==> src/rtl/muldiv_seq.sv <==
// muldiv_seq: 32-bit sequential multiply/divide unit with HI/LO registers.
// A radix-2 datapath runs 32 iterations, then one sign-fix cycle.
// Signed operands are converted to magnitudes when the operation is accepted.
module muldiv_seq (
  input  logic        clk,
  input  logic        rst,
  input  logic        start,
  input  logic [3:0]  op,
  input  logic [31:0] a,
  input  logic [31:0] b,
  input  logic        hi_we,
  input  logic        lo_we,
  input  logic [31:0] wdata,
  output logic        busy,
  output logic        done,
  output logic [31:0] hi,
  output logic [31:0] lo
);

  localparam logic [3:0] OP_MULT  = 4'd3;
  localparam logic [3:0] OP_MULTU = 4'd4;
  localparam logic [3:0] OP_DIV   = 4'd5;
  localparam logic [3:0] OP_DIVU  = 4'd6;

  typedef enum logic [1:0] {IDLE, ITER, FIX, DONE} state_t;

  state_t      state, state_nxt;
  logic [63:0] acc;       // product, or {remainder, quotient}
  logic [31:0] opnd;      // multiplicand or divisor magnitude
  logic [5:0]  cnt;
  logic        is_div;
  logic        neg_a;     // dividend/multiplicand was negative (signed ops only)
  logic        neg_res;   // operand signs differ (signed ops only)
  logic        div0;

  logic        valid_op, is_signed, accept;
  logic        sa, sb;
  logic [31:0] a_mag, b_mag;
  logic [32:0] mul_sum, div_diff;
  logic [63:0] prod_fix;
  logic [31:0] quo_fix, rem_fix, a_raw;

  assign valid_op  = (op == OP_MULT) || (op == OP_MULTU) || (op == OP_DIV) || (op == OP_DIVU);
  assign is_signed = (op == OP_MULT) || (op == OP_DIV);
  assign accept    = start && valid_op && ((state == IDLE) || (state == DONE));
  assign sa        = is_signed && a[31];
  assign sb        = is_signed && b[31];
  assign a_mag     = sa ? (~a + 32'd1) : a;
  assign b_mag     = sb ? (~b + 32'd1) : b;

  // Shift-add adds the multiplicand to the upper half when the multiplier LSB is set.
  // The restoring subtract is 33 bits wide, so bit 32 indicates a borrow.
  assign mul_sum  = {1'b0, acc[63:32]} + (acc[0] ? {1'b0, opnd} : 33'd0);
  assign div_diff = acc[63:31] - {1'b0, opnd};

  // Sign correction applied in FIX.
  assign prod_fix = neg_res ? (~acc + 64'd1) : acc;
  assign quo_fix  = neg_res ? (~acc[31:0] + 32'd1) : acc[31:0];
  assign rem_fix  = neg_a ? (~acc[63:32] + 32'd1) : acc[63:32];
  // Divide-by-zero leaves the dividend magnitude untouched, so re-sign it to recover a.
  assign a_raw    = neg_a ? (~acc[31:0] + 32'd1) : acc[31:0];

  // State register
  always_ff @(posedge clk) begin
    if (rst) state <= IDLE;
    else     state <= state_nxt;
  end

  // Next-state and status outputs
  always_comb begin
    state_nxt = state;
    busy      = 1'b0;
    done      = 1'b0;
    case (state)
      IDLE: if (accept) state_nxt = ITER;
      ITER: begin
        busy = 1'b1;
        if (cnt == 6'd31) state_nxt = FIX;
      end
      FIX: begin
        busy      = 1'b1;
        state_nxt = DONE;
      end
      DONE: begin
        done      = 1'b1;
        state_nxt = accept ? ITER : IDLE;
      end
      default: state_nxt = IDLE;
    endcase
  end

  // Datapath: latch operands on accept, one iteration per ITER cycle
  always_ff @(posedge clk) begin
    if (rst) begin
      acc     <= '0;
      opnd    <= '0;
      cnt     <= '0;
      is_div  <= 1'b0;
      neg_a   <= 1'b0;
      neg_res <= 1'b0;
      div0    <= 1'b0;
    end else if (accept) begin
      acc     <= (op == OP_DIV || op == OP_DIVU) ? {32'd0, a_mag} : {32'd0, b_mag};
      opnd    <= (op == OP_DIV || op == OP_DIVU) ? b_mag : a_mag;
      cnt     <= '0;
      is_div  <= (op == OP_DIV) || (op == OP_DIVU);
      neg_a   <= sa;
      neg_res <= sa ^ sb;
      div0    <= (b == 32'd0);
    end else if (state == ITER) begin
      cnt <= cnt + 6'd1;
      if (!is_div)
        acc <= {mul_sum, acc[31:1]};
      else if (!div0) begin
        if (div_diff[32]) acc <= {acc[62:0], 1'b0};
        else              acc <= {div_diff[31:0], acc[30:0], 1'b1};
      end
    end
  end

  // HI/LO: result write on FIX->DONE, otherwise MTHI/MTLO when not busy
  always_ff @(posedge clk) begin
    if (rst) begin
      hi <= '0;
      lo <= '0;
    end else if (state == FIX) begin
      if (!is_div) begin
        hi <= prod_fix[63:32];
        lo <= prod_fix[31:0];
      end else if (div0) begin
        hi <= a_raw;
        lo <= 32'hFFFF_FFFF;
      end else begin
        hi <= rem_fix;
        lo <= quo_fix;
      end
    end else if (!busy) begin
      if (hi_we) hi <= wdata;
      if (lo_we) lo <= wdata;
    end
  end

endmodule

==> config.mk <==
export PLATFORM = sky130hd
export DESIGN_NAME = muldiv_seq
export DESIGN_NICKNAME = d
export VERILOG_FILES = /design/src/rtl/muldiv_seq.sv
export SDC_FILE = /design/constraint.sdc
export NUM_CORES = 1
export LEC_CHECK = 0
export ABC_AREA = 1
export BUFFER_PORTS_ARGS = -buffer_cell sky130_fd_sc_hd__buf_4
export CAP_MARGIN = 10
export CORE_MARGIN = 10
export CORE_UTILIZATION = 40
export CTS_CLUSTER_DIAMETER = 30
export DETAILED_ROUTE_END_ITERATION = 7
export GPL_TIMING_DRIVEN = 0
export SYNTH_ARGS = -nofsm -noshare
export SYNTH_HDL_FRONTEND = slang
export SYNTH_SLANG_ARGS = --single-unit
==> constraint.sdc <==
create_clock -name clk -period 6.1 [get_ports clk]
set_input_delay 0.305 -clock clk [delete_from_list [all_inputs] [get_ports clk]]
set_output_delay 0.305 -clock clk [all_outputs]
set_load 0.01 [all_outputs]
## After elaboration in Yosys (flattened, before gate mapping)

Cells that the tools add are included.
W data, S select, Z words.

| storage, ports and cells | value |
|---|---|
| flip-flop bits (word level) | 172 |
| input bits | 105 |
| output and inout port bits | 66 |

| operators by class | value |
|---|---|
| reduce and logical (&&, ||, !) cells | 21 |
| eq/ne operators | 12 |
| add/subtract/negate cells | 8 |
| bitwise logic cells | 6 |
| multiplexer cells | 30 |

Operators with widths:

| cell | number |
|---|---|
| $mux W32 | 18 |
| $mux W64 | 6 |
| $add A32 B1 Y32 const B | 4 |
| $not A32 Y32 | 4 |
| $add A64 B1 Y64 const B | 1 |
| $not A64 Y64 | 1 |
| $add A32 B32 Y33 | 1 |
| $sub A33 B32 Y33 | 1 |
| $logic_not A32 Y1 | 1 |
| $eq A4 B3 Y1 const B | 3 |
| $pmux W2 S4 | 1 |
| $reduce_and A2 Y1 | 4 |
| $add A6 B1 Y6 const B | 1 |
| $eq A6 B5 Y1 const B | 1 |
| $logic_or A1 B1 Y1 | 6 |
| $reduce_bool A2 Y1 | 3 |
| $eq A2 B2 Y1 const B | 2 |
| $eq A4 B2 Y1 const B | 1 |
| $logic_and A1 B1 Y1 | 4 |
| $mux W2 | 2 |
| $ne A2 B2 Y1 const B | 2 |
| $reduce_or A2 Y1 | 2 |
| $mux W1 | 3 |
| $ne A3 B2 Y1 const B | 1 |
| other kinds (4) | 4 |

## Longest topological paths before layout

Gate-level depths: netlist of run 1.

| depth | value |
|---|---|
| depth in word-level cells | 8 |
| depth in mapped cells | 21 |

## Worst setup path after synthesis of run 1

No wires, ideal clock.

| timing path | value |
|---|---|
| path type | register to register |
| start | reg acc[31] |
| end | reg acc[39] |
| clock period less this slack | 2.414 ns |
| library setup time | 0.132 ns |
| data arrival time | 2.282 ns |
| slack | 3.686 ns |
| stages on the path, launching flop included | 20 |
| path buffers | 2 |
| cells stage by stage | dfxtp_1 -> buf_2 -> inv_1 -> ha_1 -> fa_1 -> inv_1 -> nand3_1 -> nand2_1 -> nand2_1 -> nand2_2 -> nand2_2 -> nand2_2 -> nand2_4 -> nand2_4 -> nand2_4 -> buf_2 -> nand3_1 -> nand3_1 -> nand3_1 -> a21oi_1 |

| on the way | value |
|---|---|
| cells in the longest elaborated chain, start to end | 6 |

Ends and longest elaborated chain:

| what | RTL line | text |
|---|---|---|
| from (decl) | 28 | `logic [63:0] acc;` |
| from (signal assigned) | 103 | `acc <= (op == OP_DIV \|\| op == OP_DIVU) ? {32'd0, a_mag} : {32'd0, b_mag};` |
| from (signal assigned) | 113 | `acc <= {mul_sum, acc[31:1]};` |
| from (signal assigned) | 115 | `if (div_diff[32]) acc <= {acc[62:0], 1'b0};` |
| $sub A33 B32 Y33 | 54 | `assign div_diff = acc[63:31] - {1'b0, opnd};` |
| $mux W64 | 115 |  |
| $mux W64 | 114 | `else if (!div0) begin` |
| $mux W64 | 112 | `if (!is_div)` |
| $mux W64 | 110 | `end else if (state == ITER) begin` |
| $mux W64 | 102 | `end else if (accept) begin` |

Every way passes these cells. The select of a mux whose other input is x is not followed.
A chain may end at the register's enable or synchronous reset.

## Final worst setup path of run 1

| timing path | value |
|---|---|
| start | reg acc[0] |
| end | reg acc[42] |

| on the way | value |
|---|---|
| cells in the longest elaborated chain, start to end | 5 |

Ends and longest elaborated chain:

| what | RTL line | text |
|---|---|---|
| $mux W32 | 53 | `assign mul_sum = {1'b0, acc[63:32]} + (acc[0] ? {1'b0, opnd} : 33'd0);` |
| $add A32 B32 Y33 | 53 |  |
| $mux W64 | 112 |  |
| $mux W64 | 110 |  |
| $mux W64 | 102 |  |

Every way passes these cells. The select of a mux whose other input is x is not followed.

==> summary.md, run 1 <==
| Metric | Value |
|---|---|
| Status | completed |
| Relative slew slack | 0.2392 |
| Mapped Cells | 3520 |
| Total global routing overflow | 0 |
| Synth top area share | 0.1934 |
| Vias per cell | 5.665 |
| Final setup fails | 0 |
| Worst Clk Skew | 0.03165 ns |
| Distinct cells, synth | 55 |
| Crit path capture type | flip-flop |
| Worst Path Max Fanout | 10 |
| XOR/XNOR Fraction of Synth Area | 0.03707 |
| Leak pwr | 0.01115 uW |
| Maxcap violations | 0 |
| Initial antenna violation count | 1 |
| Synth Area in Adders | 0.04986 |
| Most common flop cell mapped by yosys | dfxtp_1 |
| IO Port Bufs | 170 |
| DR vias | 24570 |
| Die extent in y | 240.1 um |
| Ports | 171 |
| CTS tree | done |
| Largest family of logic cells by synthesized area | simple AND/OR/NAND/NOR gates |
| Buffer depth of the longest clock path | 2 |
| Synth area leaders | nand2_1 (19%), dfxtp_1 (18%), nand3_1 (10%) |
| Post-CTS Hold Buffers | 0 |
| Register bit total from synthesis | 172 |
| Largest net degree at the start of global routing | 17 |
| Dpl ws | 2.969 ns |
| Number of enable flip-flop cells after synthesis | 0 |
| Fin crit share | 0.5420 |
| Syn avg cell area | 5.504 um2 |
| Post-DP HPWL | 80600 um |
| Area delta synth->final | 13.63% |
| Sequential share of the synthesized area | 0.1777 |
| DRC | 0 |
| Critical path launch point type | flip-flop |
| Starting Density | 0.4049 |
| Row count | 80 |
| Core Util, Final | 0.4601 |
| Post-synth top area cell | nand2_1 |
| Clock Tree Root | clkbuf_16 |
| Clock-pin slew on the worst setup and hold paths | 0.08 ns |
| Skew-Pair Late Insertion Delay | 0.50 ns |
| Asr flop ratio synth | 0 |
| Vias in the first global route | 22030 |
| Most common cell in the netlist | nand2_1 |
| Hold Fails Final Rpt | 0 |
| Worst slew pin tran | 1.129 ns |
| Fin crit period | 3.306 ns |
| Drt first pass iters | 6 |
| Die area | 57640 um2 |
| CP required | 6.50 ns |
| Final setup margin | 2.794 ns |
| Num CTS Buffers | 17 |
| Max-slew violation count | 0 |
| Worst Path Arrival | 3.70 ns |
| N_diodes | 0 |
| Mux share of post-synthesis cell area | 0.0005167 |
| First-pass GRT wire length | 140000 um |
| Yosys warning count | 0 |
| H-tree depth | 4 |
| Share of cells above drive strength 1 | 0.08707 |
| RSZ-0062 raised after global routing | false |
| Remaining antenna violation count | 0 |
| Detailed Route WL | 96670 um |
| Post-cts resize count | 0 |
| Synth Area in Compound Gates | 0.1805 |
| Setup TNS | 0 ns |
| Fmax | 0.3025 GHz |
| Clk sinks | 172 |
| Syn_nets | 3701 |
| Mapped cell area | 19370 um2 |
| Gpl congestion | 1.103 |
| Crit path kind | reg -> reg |
| PD cells | 320.6 nW/um2 |
| Synth Area in Simple Gates | 0.4197 |
| Commonest cells in the netlist | nand2_1 (998), inv_1 (492), nand3_1 (400) |
| Total GRT Usage | 0.3240 |
| Final #Nets | 3890 |
| First DRT Iteration DRCs | 3432 |
| Setup Fix Bufs, Post-CTS | 0 |
| Drt wl/cell | 22.29 um |
| Worst vdd ir | 0.2377 mV |
| Die Width | 240.1 um |
| Hold Crit Class | in -> reg |
| CORE AREA | 47850 um2 |
[cells in the final DEF (no fill, tap or decap), types with 14 or more instances in the layout]
cell type,instances
nand2_1,998
xor2_1,68
o21ai_0,247
clkbuf_1,76
dfxtp_1,172
buf_1,20
inv_1,492
a31oi_1,19
nand2_2,15
a221oi_1,30
buf_4,174
ha_1,74
clkbuf_16,17
nand3b_1,14
nand4_1,44
o211ai_1,31
a21oi_1,254
nor3_1,33
nor2_1,342
xnor2_1,14
buf_2,35
nand3_1,400
[worst paths after layout]
path | slack (ns) | cells past startpoint | start | end
hold / removal | 0.11 | 3 | wdata[28] | lo[28]
setup / recovery | 2.79 | 14 | acc[0] | acc[42]
hold reg to reg | 0.51 | 2 | cnt[5] | cnt[5]
setup reg to reg | 2.79 | 14 | acc[0] | acc[42]
[cells by family after synthesis]
family	Yosys count
muxes	1
buffers and inverters	656
adders and majority gates	76
xor gates and xnor gates	82
DFF	172
and+or+nand+nor	1901
AOI/OAI and AO/OA	632
[per-layer routing]
| metal | up-vias | GRT usage | share of wire |
|---|---|---|---|
| li1 | 11800 | - | - |
| met5 | - | 0 | 0.00013 |
| met3 | 207 | 0.06068 | 0.11 |
| met2 | 1364 | 0.4882 | 0.43 |
| met4 | 2 | 0.1378 | 0.043 |
| met1 | 11190 | 0.4423 | 0.42 |
[state kept, by name (all words and copies together), names as in the netlist]
register,count
acc,64
neg_res,1
hi,32
is_div,1
lo,32
opnd,32
cnt,6
neg_a,1
div0,1
state,2
[layout make-up]
type,count,area [um2]
plain buffers,149,704.4
well taps,615,769.5
flip-flops and latches,172,3443
repair buffers,170,1276
multi-input cells,2692,13320
clock inverters,13,155.1
fillers,5454,25830
inverters,507,1903
clock buffers,18,439.2
[metrics by stage]
stage | area (um2) | total power (uW) | std cells | hold slack, ns
after floorplan | 19370 | 4250 | 3520 | 0.4448
after global placement | 21420 | 5771 | 4305 | 0.4894
after detailed placement | 21420 | 5753 | 4305 | 0.4979
after CTS | 22010 | 6903 | 4336 | 0.09852
after global routing | 22010 | 7475 | 4336 | 0.1057
final | 22010 | 7057 | 4336 | 0.1083
[worst max-delay path, cell delays in order (launching register included)]
cell	delay [ns]
dfxtp_1	0.30
buf_2	0.29
clkbuf_1	0.35
nand2_1	0.16
inv_1	0.09
ha_1	0.27
a21oi_1	0.37
o21ai_0	0.19
a21oi_1	0.15
nand2_1	0.13
nand2_1	0.08
inv_1	0.04
o21ai_0	0.49
nand3_1	0.15
a21oi_1	0.16
[report_power, final]
group          internal (uW)  switching (uW)  total (uW)
Sequential              1360             254        1620
Combinational           1290            3000        4290
Clock                    622             529        1150
Total                   3270            3780        7060
Power figures use the tool's default switching activity.
==> inputs of run 2 (changes only) <==
- clock period: 6.1 -> 2.65 ns (I/O delays scaled with it)
==> run 2 against run 1 <==
Against the previous run:
- sequential power grew 130%
- sequential share of layout area is 0.72 points lower
- maximum frequency up 26%
- critical path depth decreased by 2
- die area unchanged
- cell area rose by 6.6%
- via count increased by 1.4%
- non-clock buffer count grew 46
- clock power increased by 130%
- setup slack got worse by 2.8 ns
==> summary.md, run 2 (same netlist as run 1, synthesis figures left out) <==
| Metric | Value |
|---|---|
| Status | completed |
| Area delta synth->final | 21.09% |
| Ports | 171 (unchanged) |
| Finished Cell Area | 23460 um2 (+6.6%) |
| First-pass GRT wire length | 140800 um (+0.57%) |
| Row count | 80 (unchanged) |
| Detailed Route WL | 98250 um (+1.6%) |
| Hold Path End | lo[19] |
| Commonest non-fill, non-tap cells in the layout | nand2_1 (971), inv_1 (479), nand3_1 (362) |
| Total global routing overflow | 0 (unchanged) |
| Worst slew pin tran | 1.107 ns (-0.02274 ns) |
| Cell mode on critical path | nand2_1 |
| Max-slew violation count | 0 (unchanged) |
| Largest register FFs | 64 (unchanged) |
| Post-DP HPWL | 80600 um (unchanged) |
| CTS tree | done |
| CP required | 3.04 ns (-3.46 ns) |
| RSZ-0062 raised after global routing | true |
| Critical path launch point type | flip-flop |
| Crit path kind | reg -> reg |
| Clk sinks | 172 (unchanged) |
| Hold Fails Final Rpt | 0 (unchanged) |
| R2r startpoint | acc[29] |
| Final setup fails | 0 (unchanged) |
| Total GRT Usage | 0.3256 (+0.001574) |
| Leak pwr | 0.01148 uW (+3.0%) |
| Worst Path Max Fanout | 6 (-4) |
| Hold Crit Start | wdata[19] |
| Drt first pass iters | 6 (unchanged) |
| Starting Density | 0.4049 (unchanged) |
| FF-to-FF path depth | 12 (-2) |
| Dpl ws | -0.4808 ns (-3.450 ns) |
| Top reg by flops | acc |
| Worst vdd ir | 0.5527 mV (+130%) |
| Buffers plus inverters on the worst setup path | 0 (-4) |
| Skew-Pair Late Insertion Delay | 0.50 ns (about the same) |
| Pwr Total | 17230 uW (+140%) |
| DR vias | 24920 (+1.4%) |
| Maxcap violations | 0 (unchanged) |
| N_diodes | 0 (unchanged) |
| Worst Clk Skew | 0.02205 ns (-0.009601 ns) |
| RR Endpoint | hi[31] |
| First DRT Iteration DRCs | 3383 (-1.4%) |
| Worst-path cell chain | nor2_2 > nand3_1 > nor2_1 > nand2_1 > nor2_4 > nand3_1 > nand2_1 > nand2_1 > nand2_1 > nand3_1 > nand3_2 > a21oi_1 |
| Share of cells above drive strength 1 | 0.1534 (+0.06636) |
| Critical Path Max Stage Delay | 0.45 ns (-0.04 ns) |
| Worst Path Arrival | 3.01 ns (-0.69 ns) |
| Final #Nets | 3936 (+1.2%) |
| Initial antenna violation count | 1 (unchanged) |
| Placed Area | 21420 um2 (unchanged) |
| Area of the multi-input gates | 14190 um2 (+6.5%) |
| Vias per cell | 5.686 (+0.36%) |
| Largest net degree at the start of global routing | 17 (unchanged) |
| H-tree depth | 4 (unchanged) |
| Remaining antenna violation count | 0 (unchanged) |
| Die extent in y | 240.1 um (unchanged) |
| DRC | 0 (unchanged) |
| Fin crit period | 2.617 ns (-0.6891 ns) |
| Buffer depth of the longest clock path | 2 (unchanged) |
| Drt wl/cell | 22.42 um (+0.58%) |
| Clock Tree Root | clkbuf_16 |
| R2R setup slack | 0.03 ns (-2.76 ns) |
| CP Depth | 12 (-2) |
| Num CTS Buffers | 17 (unchanged) |
| Hold depth | 5 (+2) |
| Crit-path leading delay family | simple AND/OR/NAND/NOR gates |
| Final setup margin | 0.03308 ns (-2.761 ns) |
| Crit path capture type | flip-flop |
| Fmax | 0.3821 GHz (+26%) |
| PD cells | 734.5 nW/um2 (+130%) |
| Commonest non-fill, non-tap cell in the layout | nand2_1 |
| Relative slew slack | 0.2545 (+0.01532) |
| Fillers | 5267 (-3.4%) |
| CORE AREA | 47850 um2 (unchanged) |
| Gpl congestion | 1.103 (unchanged) |
| Hold Crit Class | in -> reg |
| Register area | 3501 um2 (+1.7%) |
| Vias in the first global route | 22230 (+0.92%) |
| Die area | 57640 um2 (unchanged) |
| Fin crit share | 0.9875 (+0.4455) |
| Slowest-stage cell, CP | dfxtp_1 |
| Die Width | 240.1 um (unchanged) |
| IO Port Bufs | 170 (unchanged) |
| Clock-pin slew on the worst setup and hold paths | 0.07 ns (about the same) |
[run 2: changes by cell type in the layout (fill, tap and decap cells not counted), moves of 18 or more]
cell	delta
nand3_1	-38
dfxtp_1	-36
nand3_2	+35
dfxtp_2	+31
ha_1	-31
nor2_1	-31
a21oi_1	-28
buf_4	+28
nand2_1	-27
a21oi_2	+26
nand2_2	+26
nor2_2	+23
dlygate4sd3_1	+18
ha_4	+18
[run 2: worst max path at each step]
| stage | to | from | slack [ns] |
|---|---|---|---|
| after detailed placement | acc[56] | acc[0] | -0.48 |
| final | hi[31] | acc[29] | 0.03 |
| after floorplan | acc[40] | acc[31] | 0.24 |
| after CTS | hi[28] | acc[32] | 0.002 |
| after global placement | acc[56] | acc[0] | -0.48 |
| after global routing | acc[43] | opnd[22] | -0.05 |
[run 2: area by class of cell]
type / instances / share of cell area
clock buffers: 18 / 0.01872
repair buffers: 220 / 0.07520
plain buffers: 145 / 0.03094
multi-input cells: 2692 / 0.6051
inverters: 507 / 0.08139
flip-flops and latches: 172 / 0.1492
well taps: 615 / 0.03280
clock inverters: 13 / 0.006614
[run 2: what timing repair did]
action / CTS / global route
buffers inserted: 12 / 17
hold buffers: 18 / 0
gates resized for setup: 56 / 233
cloned: 0 / 3
pin swaps: 4 / 32
hold endpoints to repair: 33 / 0
endpoints found under the setup margin: 49 / 79
[run 2: metal layers]
layer	routed length (um)	share of wire	track usage
met5	13	0.00013	0
met4	4560	0.046	0.1380
met3	10830	0.11	0.06034
met2	41780	0.43	0.4932
met1	41070	0.42	0.4430
[run 2: worst register-to-register path, cell delays in order (launching register included)]
cell	delay (ns)
dfxtp_1	0.45
nor2_2	0.28
nand3_1	0.19
nor2_1	0.28
nand2_1	0.17
nor2_4	0.22
nand3_1	0.18
nand2_1	0.14
nand2_1	0.06
nand2_1	0.06
nand3_1	0.18
nand3_2	0.21
a21oi_1	0.08
[run 2: report_power, final]
group          switching [uW]  internal (uW)
sequential                609           3140
clock                    1230           1430
combinational            7270           3550
[run 2: metrics by stage]
| stage | hold slack [ns] | util | setup TNS, ns | std cells |
|---|---|---|---|---|
| 2_1_floorplan | 0.2906 | - | 0 | 3520 |
| 3_3_place_gp | 0.4396 | 0.4477 | -11.93 | 4305 |
| 3_5_place_dp | 0.4401 | 0.4477 | -12.15 | 4305 |
| 4_1_cts | 0.01664 | 0.4694 | 0 | 4366 |
| 5_1_grt | 0.04101 | 0.4903 | -0.2114 | 4382 |
| 6_report | 0.02755 | 0.4903 | 0 | 4382 |
